**config.mk**
```make
export PLATFORM = sky130hd
export DESIGN_NAME = uart_tx_phy
export DESIGN_NICKNAME = d
export VERILOG_FILES = /design/src/rtl/uart_tx_phy.sv
export SDC_FILE = /design/constraint.sdc
export NUM_CORES = 1
export LEC_CHECK = 0
export CAP_MARGIN = 20
export CORE_UTILIZATION = 45
export CTS_BUF_LIST = sky130_fd_sc_hd__clkbuf_8
export DETAILED_ROUTE_END_ITERATION = 8
export MAX_ROUTING_LAYER = met4
export PLACE_DENSITY = 0.79
export RECOVER_POWER = 100
export SETUP_SLACK_MARGIN = 0.4
export SYNTH_ARGS = -nofsm -noshare
export SYNTH_HDL_FRONTEND = slang
export SYNTH_SLANG_ARGS = --single-unit
```
**constraint.sdc**
```tcl
create_clock -name clock -period 2.6 [get_ports clock]
set_clock_uncertainty 0.05 [all_clocks]
set_input_delay 0.65 -clock clock [delete_from_list [all_inputs] [get_ports clock]]
set_output_delay 0.65 -clock clock [all_outputs]
set_load 0.05 [all_outputs]
```
**src/rtl/uart_tx_phy.sv**
```systemverilog
// UART transmit PHY: pops bytes from a FWFT TX FIFO and serializes them as start, 8 data LSB-first, [parity], 1-2 stop.
// Latency: pop to start-bit edge 1 cycle; bit period div+1 cycles; gapless back-to-back frames.
// Backpressure: pops only when txen & !tx_fifo_empty in IDLE or the last stop cycle; optional parity via UART_TX_PARITY_EN.
module uart_tx_phy #(
   parameter int DIV_WIDTH = 16
) (
   input  logic                 clock,
   input  logic                 reset,
   input  logic                 txen,
   input  logic                 nstop,
   input  logic [DIV_WIDTH-1:0] div,
   input  logic                 tx_fifo_empty,
   input  logic [7:0]           tx_fifo_rd_data,
   output logic                 tx_fifo_rd_en,
   output logic                 txd,
   output logic                 busy,
   output logic                 frame_done
);

   localparam logic [2:0] ST_IDLE   = 3'd0;
   localparam logic [2:0] ST_START  = 3'd1;
   localparam logic [2:0] ST_DATA   = 3'd2;
   localparam logic [2:0] ST_STOP   = 3'd3;
`ifdef UART_TX_PARITY_EN
   localparam logic [2:0] ST_PARITY = 3'd4;
`endif

   localparam logic [DIV_WIDTH-1:0] CNT_ONE = {{(DIV_WIDTH-1){1'b0}}, 1'b1};

   logic [2:0]           state_q,    state_d;
   logic [DIV_WIDTH-1:0] cnt_q,      cnt_d;
   logic [DIV_WIDTH-1:0] div_q,      div_d;
   logic                 nstop_q,    nstop_d;
   logic [7:0]           shift_q,    shift_d;
   logic [2:0]           bit_idx_q,  bit_idx_d;
   logic                 stop_idx_q, stop_idx_d;
   logic                 txd_q,      txd_d;
`ifdef UART_TX_PARITY_EN
   logic                 par_q,      par_d;
`endif

   logic bit_end;
   logic last_stop;
   logic launch_ok;
   logic launch;

   // Bit-end, final-stop and launch decode; reset suppresses pops and the done pulse in its own cycle
   always_comb begin
      bit_end   = (cnt_q == '0);
      last_stop = (state_q == ST_STOP) && bit_end && (stop_idx_q == nstop_q);
      launch_ok = txen && !tx_fifo_empty && !reset;
      launch    = launch_ok && ((state_q == ST_IDLE) || last_stop);
   end

   // Next-state logic; txd_d is the line level for the next cycle so txd comes straight from a flop
   always_comb begin
      state_d    = state_q;
      cnt_d      = cnt_q;
      div_d      = div_q;
      nstop_d    = nstop_q;
      shift_d    = shift_q;
      bit_idx_d  = bit_idx_q;
      stop_idx_d = stop_idx_q;
      txd_d      = txd_q;
`ifdef UART_TX_PARITY_EN
      par_d      = par_q;
`endif
      if (launch) begin
         // Divisor and stop count are frozen here so register writes mid-frame wait for the next frame
         state_d    = ST_START;
         shift_d    = tx_fifo_rd_data;
         div_d      = div;
         nstop_d    = nstop;
         cnt_d      = div;
         bit_idx_d  = 3'd0;
         stop_idx_d = 1'b0;
         txd_d      = 1'b0;
`ifdef UART_TX_PARITY_EN
         par_d      = ^tx_fifo_rd_data;
`endif
      end else begin
         case (state_q)
            ST_IDLE: begin
               txd_d = 1'b1;
            end
            ST_START: begin
               if (bit_end) begin
                  state_d   = ST_DATA;
                  cnt_d     = div_q;
                  bit_idx_d = 3'd0;
                  txd_d     = shift_q[0];
               end else begin
                  cnt_d = cnt_q - CNT_ONE;
               end
            end
            ST_DATA: begin
               if (bit_end) begin
                  cnt_d = div_q;
                  if (bit_idx_q == 3'd7) begin
`ifdef UART_TX_PARITY_EN
                     state_d = ST_PARITY;
                     txd_d   = par_q;
`else
                     state_d    = ST_STOP;
                     stop_idx_d = 1'b0;
                     txd_d      = 1'b1;
`endif
                  end else begin
                     bit_idx_d = bit_idx_q + 3'd1;
                     shift_d   = shift_q >> 1;
                     txd_d     = shift_q[1];
                  end
               end else begin
                  cnt_d = cnt_q - CNT_ONE;
               end
            end
`ifdef UART_TX_PARITY_EN
            ST_PARITY: begin
               if (bit_end) begin
                  state_d    = ST_STOP;
                  cnt_d      = div_q;
                  stop_idx_d = 1'b0;
                  txd_d      = 1'b1;
               end else begin
                  cnt_d = cnt_q - CNT_ONE;
               end
            end
`endif
            ST_STOP: begin
               if (last_stop) begin
                  // No launch this cycle (handled above), so the line goes idle
                  state_d = ST_IDLE;
                  txd_d   = 1'b1;
               end else if (bit_end) begin
                  stop_idx_d = 1'b1;
                  cnt_d      = div_q;
                  txd_d      = 1'b1;
               end else begin
                  cnt_d = cnt_q - CNT_ONE;
               end
            end
            default: begin
               state_d = ST_IDLE;
               txd_d   = 1'b1;
            end
         endcase
      end
   end

   // State registers with synchronous reset; an in-flight frame is simply dropped
   always_ff @(posedge clock) begin
      if (reset) begin
         state_q    <= ST_IDLE;
         cnt_q      <= '0;
         div_q      <= '0;
         nstop_q    <= 1'b0;
         shift_q    <= 8'h00;
         bit_idx_q  <= 3'd0;
         stop_idx_q <= 1'b0;
         txd_q      <= 1'b1;
`ifdef UART_TX_PARITY_EN
         par_q      <= 1'b0;
`endif
      end else begin
         state_q    <= state_d;
         cnt_q      <= cnt_d;
         div_q      <= div_d;
         nstop_q    <= nstop_d;
         shift_q    <= shift_d;
         bit_idx_q  <= bit_idx_d;
         stop_idx_q <= stop_idx_d;
         txd_q      <= txd_d;
`ifdef UART_TX_PARITY_EN
         par_q      <= par_d;
`endif
      end
   end

   assign tx_fifo_rd_en = launch;
   assign frame_done    = last_stop && !reset;
   assign busy          = (state_q != ST_IDLE);
   assign txd           = txd_q;

endmodule

```
==> results.sh <==
export IMPL_syn_cell_area_sq_um=2790
export IMPL_synthSimpleGateAreaFrac_pct=20.6
export IMPL_power_density_nw_per_um2=642
export IMPL_setup_viol=1
export IMPL_cts_buffer_depth=2
export IMPL_syn_num_nets=375
export IMPL_path_max_fanout=8
export IMPL_fin_crit_sh_pct=100
export IMPL_clock_latency_ns=0.30
export IMPL_required_ns=2.73
export IMPL_synthTopCellsByCount="dfxtp_1, a21oi_1, nand2_1"
export IMPL_dieArea_sq_um=6520
export IMPL_crit_path_start_kind="flop"
export IMPL_yosys_most_used_dff="dfxtp_1"
export IMPL_start_util_pct=46.9
export IMPL_io_pins=33
export IMPL_power_mw=2.56
export IMPL_routedWlPerCell_um=19.9
export IMPL_post_route_cell_area_sq_um=3990
export IMPL_ir_drop_uv=459
export IMPL_drc=0
export IMPL_min_path_type="reg2reg"
export IMPL_yosys_register_bits=48
export IMPL_rows=28
export IMPL_path_cells="or4_4, buf_4, buf_6, or4_4, nor3b_2, buf_6, mux2i_1, a21oi_1"
export IMPL_synth_compound_gate_area_share_pct=30.4
export IMPL_grt_max_degree=24
export IMPL_synth_top_cell_area_share_pct=34.4
export IMPL_drtPass1Iterations=5
export IMPL_dp_hpwl_um=5860
export IMPL_netlist_instances=339
export IMPL_antenna_found_initial=0
export IMPL_clk_root_buffer_cell="clkbuf_8"
export IMPL_wl_um=9590
export IMPL_report_final_slew_viol_count=0
export IMPL_fp_coreArea_sq_um=5960
export IMPL_dieWidth_um=80.8
export IMPL_synthAdderAreaFrac_pct=3.14
export IMPL_layout_nets=441
export IMPL_area_growth_pct=42.8
export IMPL_synth_warnings=0
export IMPL_synth_top_area_cell="dfxtp_1"
export IMPL_numClockSinks=48
export IMPL_grt_use_total_pct=29.6
export IMPL_diodes=0
export IMPL_grt_pass1_wl_um=14200
export IMPL_drtIter0Drc=338
export IMPL_ant_nets=0
export IMPL_ys_seq_area_share_pct=34.4
export IMPL_setup_worst_path_class="reg2reg"
export IMPL_cp_end_kind="flop"
export IMPL_synthXorXnorAreaFrac_pct=0.941
export IMPL_synth_cell_types=64
export IMPL_dpl_cell_area_sq_um=3370
export IMPL_worst_slew_pin_slew_ns=0.645
export IMPL_async_reset_ff_share_pct=0
export IMPL_grt_overflow=0
export IMPL_cpPeakStageDelay_ns=0.57
export IMPL_hold_buffers=0
export IMPL_max_freq_ghz=0.383
export IMPL_yosys_top_cells_area="dfxtp_1, a21oi_1, o31ai_1"
export IMPL_synth_top_family_by_area="compound AO/OA/AOI/OAI gates"
export IMPL_worst_ep_arrival_time_ns=2.74
export IMPL_rsz0062_at_grt="true"
export IMPL_io_buffers=32
export IMPL_viasPerCell=6.67
export IMPL_period_needed_ns=2.61
export IMPL_final_setup_worst_slack_ns=-0.00925
export IMPL_status="finished, violations left"
export IMPL_slowest_stage="or4_4"
export IMPL_synth_edf_count=0
export IMPL_final_seq_area_sq_um=967
export IMPL_numPlacedInstances=447
export IMPL_vias=3209
export IMPL_fillers=476
export IMPL_muxShareOfSynthArea_pct=3.94
export IMPL_finalHoldViolCount=0
export IMPL_path_clk_slew_ns=0.08
export IMPL_leakagePower_nw=1.45
export IMPL_multi_input_area_sq_um=1930
export IMPL_maxCapViolCount=0
export IMPL_cts_made_buffers=5
export IMPL_maxSlewHeadroom_pct=57.0
export IMPL_layout_drive_gt1_share_pct=30.3
export IMPL_die_height_um=80.8
export IMPL_final_cells=481
export IMPL_gp_routability_congestion=0.959
export IMPL_cts_tree="done"
export IMPL_syn_area_per_cell_sq_um=8.23
export IMPL_cts_htree_levels=2
export IMPL_grt_pass1_vias=2897
export IMPL_violations="negative setup slack"
export IMPL_yosysMostFrequentCell="dfxtp_1"
==> sequential cells by signal (all words and copies together) (netlist names) <==
register / count
bit_idx_q: 3
cnt_q: 16
div_q: 16
nstop_q: 1
shift_q: 8
state_q: 2
stop_idx_q: 1
txd: 1
==> routing by layer <==
metal	GRT usage [%]	vias up	wire length (um)
li1	-	1431	-
met1	36.4	1526	3830
met2	48.0	208	4520
met3	5.84	44	877
met4	10.7	0	370
met5	-	-	0
==> layout make-up <==
cell class              count  area share (%)
multi-input cells         251            48.5
flip-flops and latches     48            24.3
repair buffers             87            21.4
well taps                  75            2.35
clock buffers               6            2.07
inverters                  12            1.13
clock inverters             2           0.251
==> placed cells by master (no fill, tap or decap), types with 3 or more instances in the layout <==
cell / n
and2_1: 4
nand4_1: 4
or3_1: 3
dfxtp_2: 5
a21o_1: 4
o211ai_1: 6
buf_12: 4
a31oi_1: 4
nor3_1: 11
o31ai_2: 7
nand2_2: 3
nor4_1: 3
a311oi_1: 5
mux2i_1: 11
nand3_1: 19
nor3_4: 4
or4_4: 3
buf_6: 15
clkbuf_8: 6
a22o_1: 6
dfxtp_1: 43
nand2_1: 22
o31ai_1: 7
o21ai_0: 12
ha_1: 5
clkdlybuf4s50_1: 28
nor2_1: 10
o21ai_2: 4
a21oi_1: 30
inv_2: 3
nor3_2: 3
inv_1: 9
o21a_1: 3
buf_4: 38
==> cell families (layout without fill, tap and decap cells) <==
group	after synthesis	after routing
AO/OA/AOI/OAI	124	124
XOR/XNOR	3	3
adder cells (fa/ha/maj)	7	7
buffers and inverters	40	107
flip-flops	48	48
multiplexers	11	11
AND/OR/NAND/NOR	106	106
==> critical path, delay by kind of cell, from the launching register on <==
kind	cells	cell delay, ns
buf+inv	3	0.45
simple gates	3	1.35
flops	1	0.34
mux	1	0.21
compound gates	1	0.10
==> repair_timing <==
| item | in CTS | in global routing |
|---|---|---|
| gates resized for setup | 16 | 55 |
| pin swaps | 7 | 20 |
| setup endpoints to repair | 32 | 40 |
| buffers inserted | 12 | 12 |
| cloned | 0 | 2 |
==> metrics by stage <==
stage / TNS, ns / setup WS (ns) / hold WS (ns) / util, %
final: -0.00925 / -0.00925 / 0.412 / 66.9
after global routing: -0.180 / -0.0617 / 0.441 / 66.9
after CTS: 0 / 0.0578 / 0.417 / 60.7
after detailed placement: 0 / 0.147 / 0.402 / 56.6
after global placement: 0 / 0.137 / 0.400 / 56.6
after floorplan: 0 / 0.133 / 0.386 / -
==> power breakdown <==
part	leakage, nW	switching [mW]	total, mW	internal (mW)
clock	0.0510	0.255	0.468	0.213
sequential	0.394	0.0831	0.880	0.797
combinational	1.00	0.603	1.21	0.608
==> final timing paths <==
path | from | endpoint | slack (ns) | depth (start not counted)
setup / recovery | cnt_q[7] | shift_q[5] | -0.009 | 8
hold / removal | div_q[8] | div_q[8] | 0.41 | 2
setup reg to reg | cnt_q[7] | shift_q[5] | -0.009 | 8
hold reg to reg | div_q[8] | div_q[8] | 0.41 | 2
(Power assumes the default switching activity.)
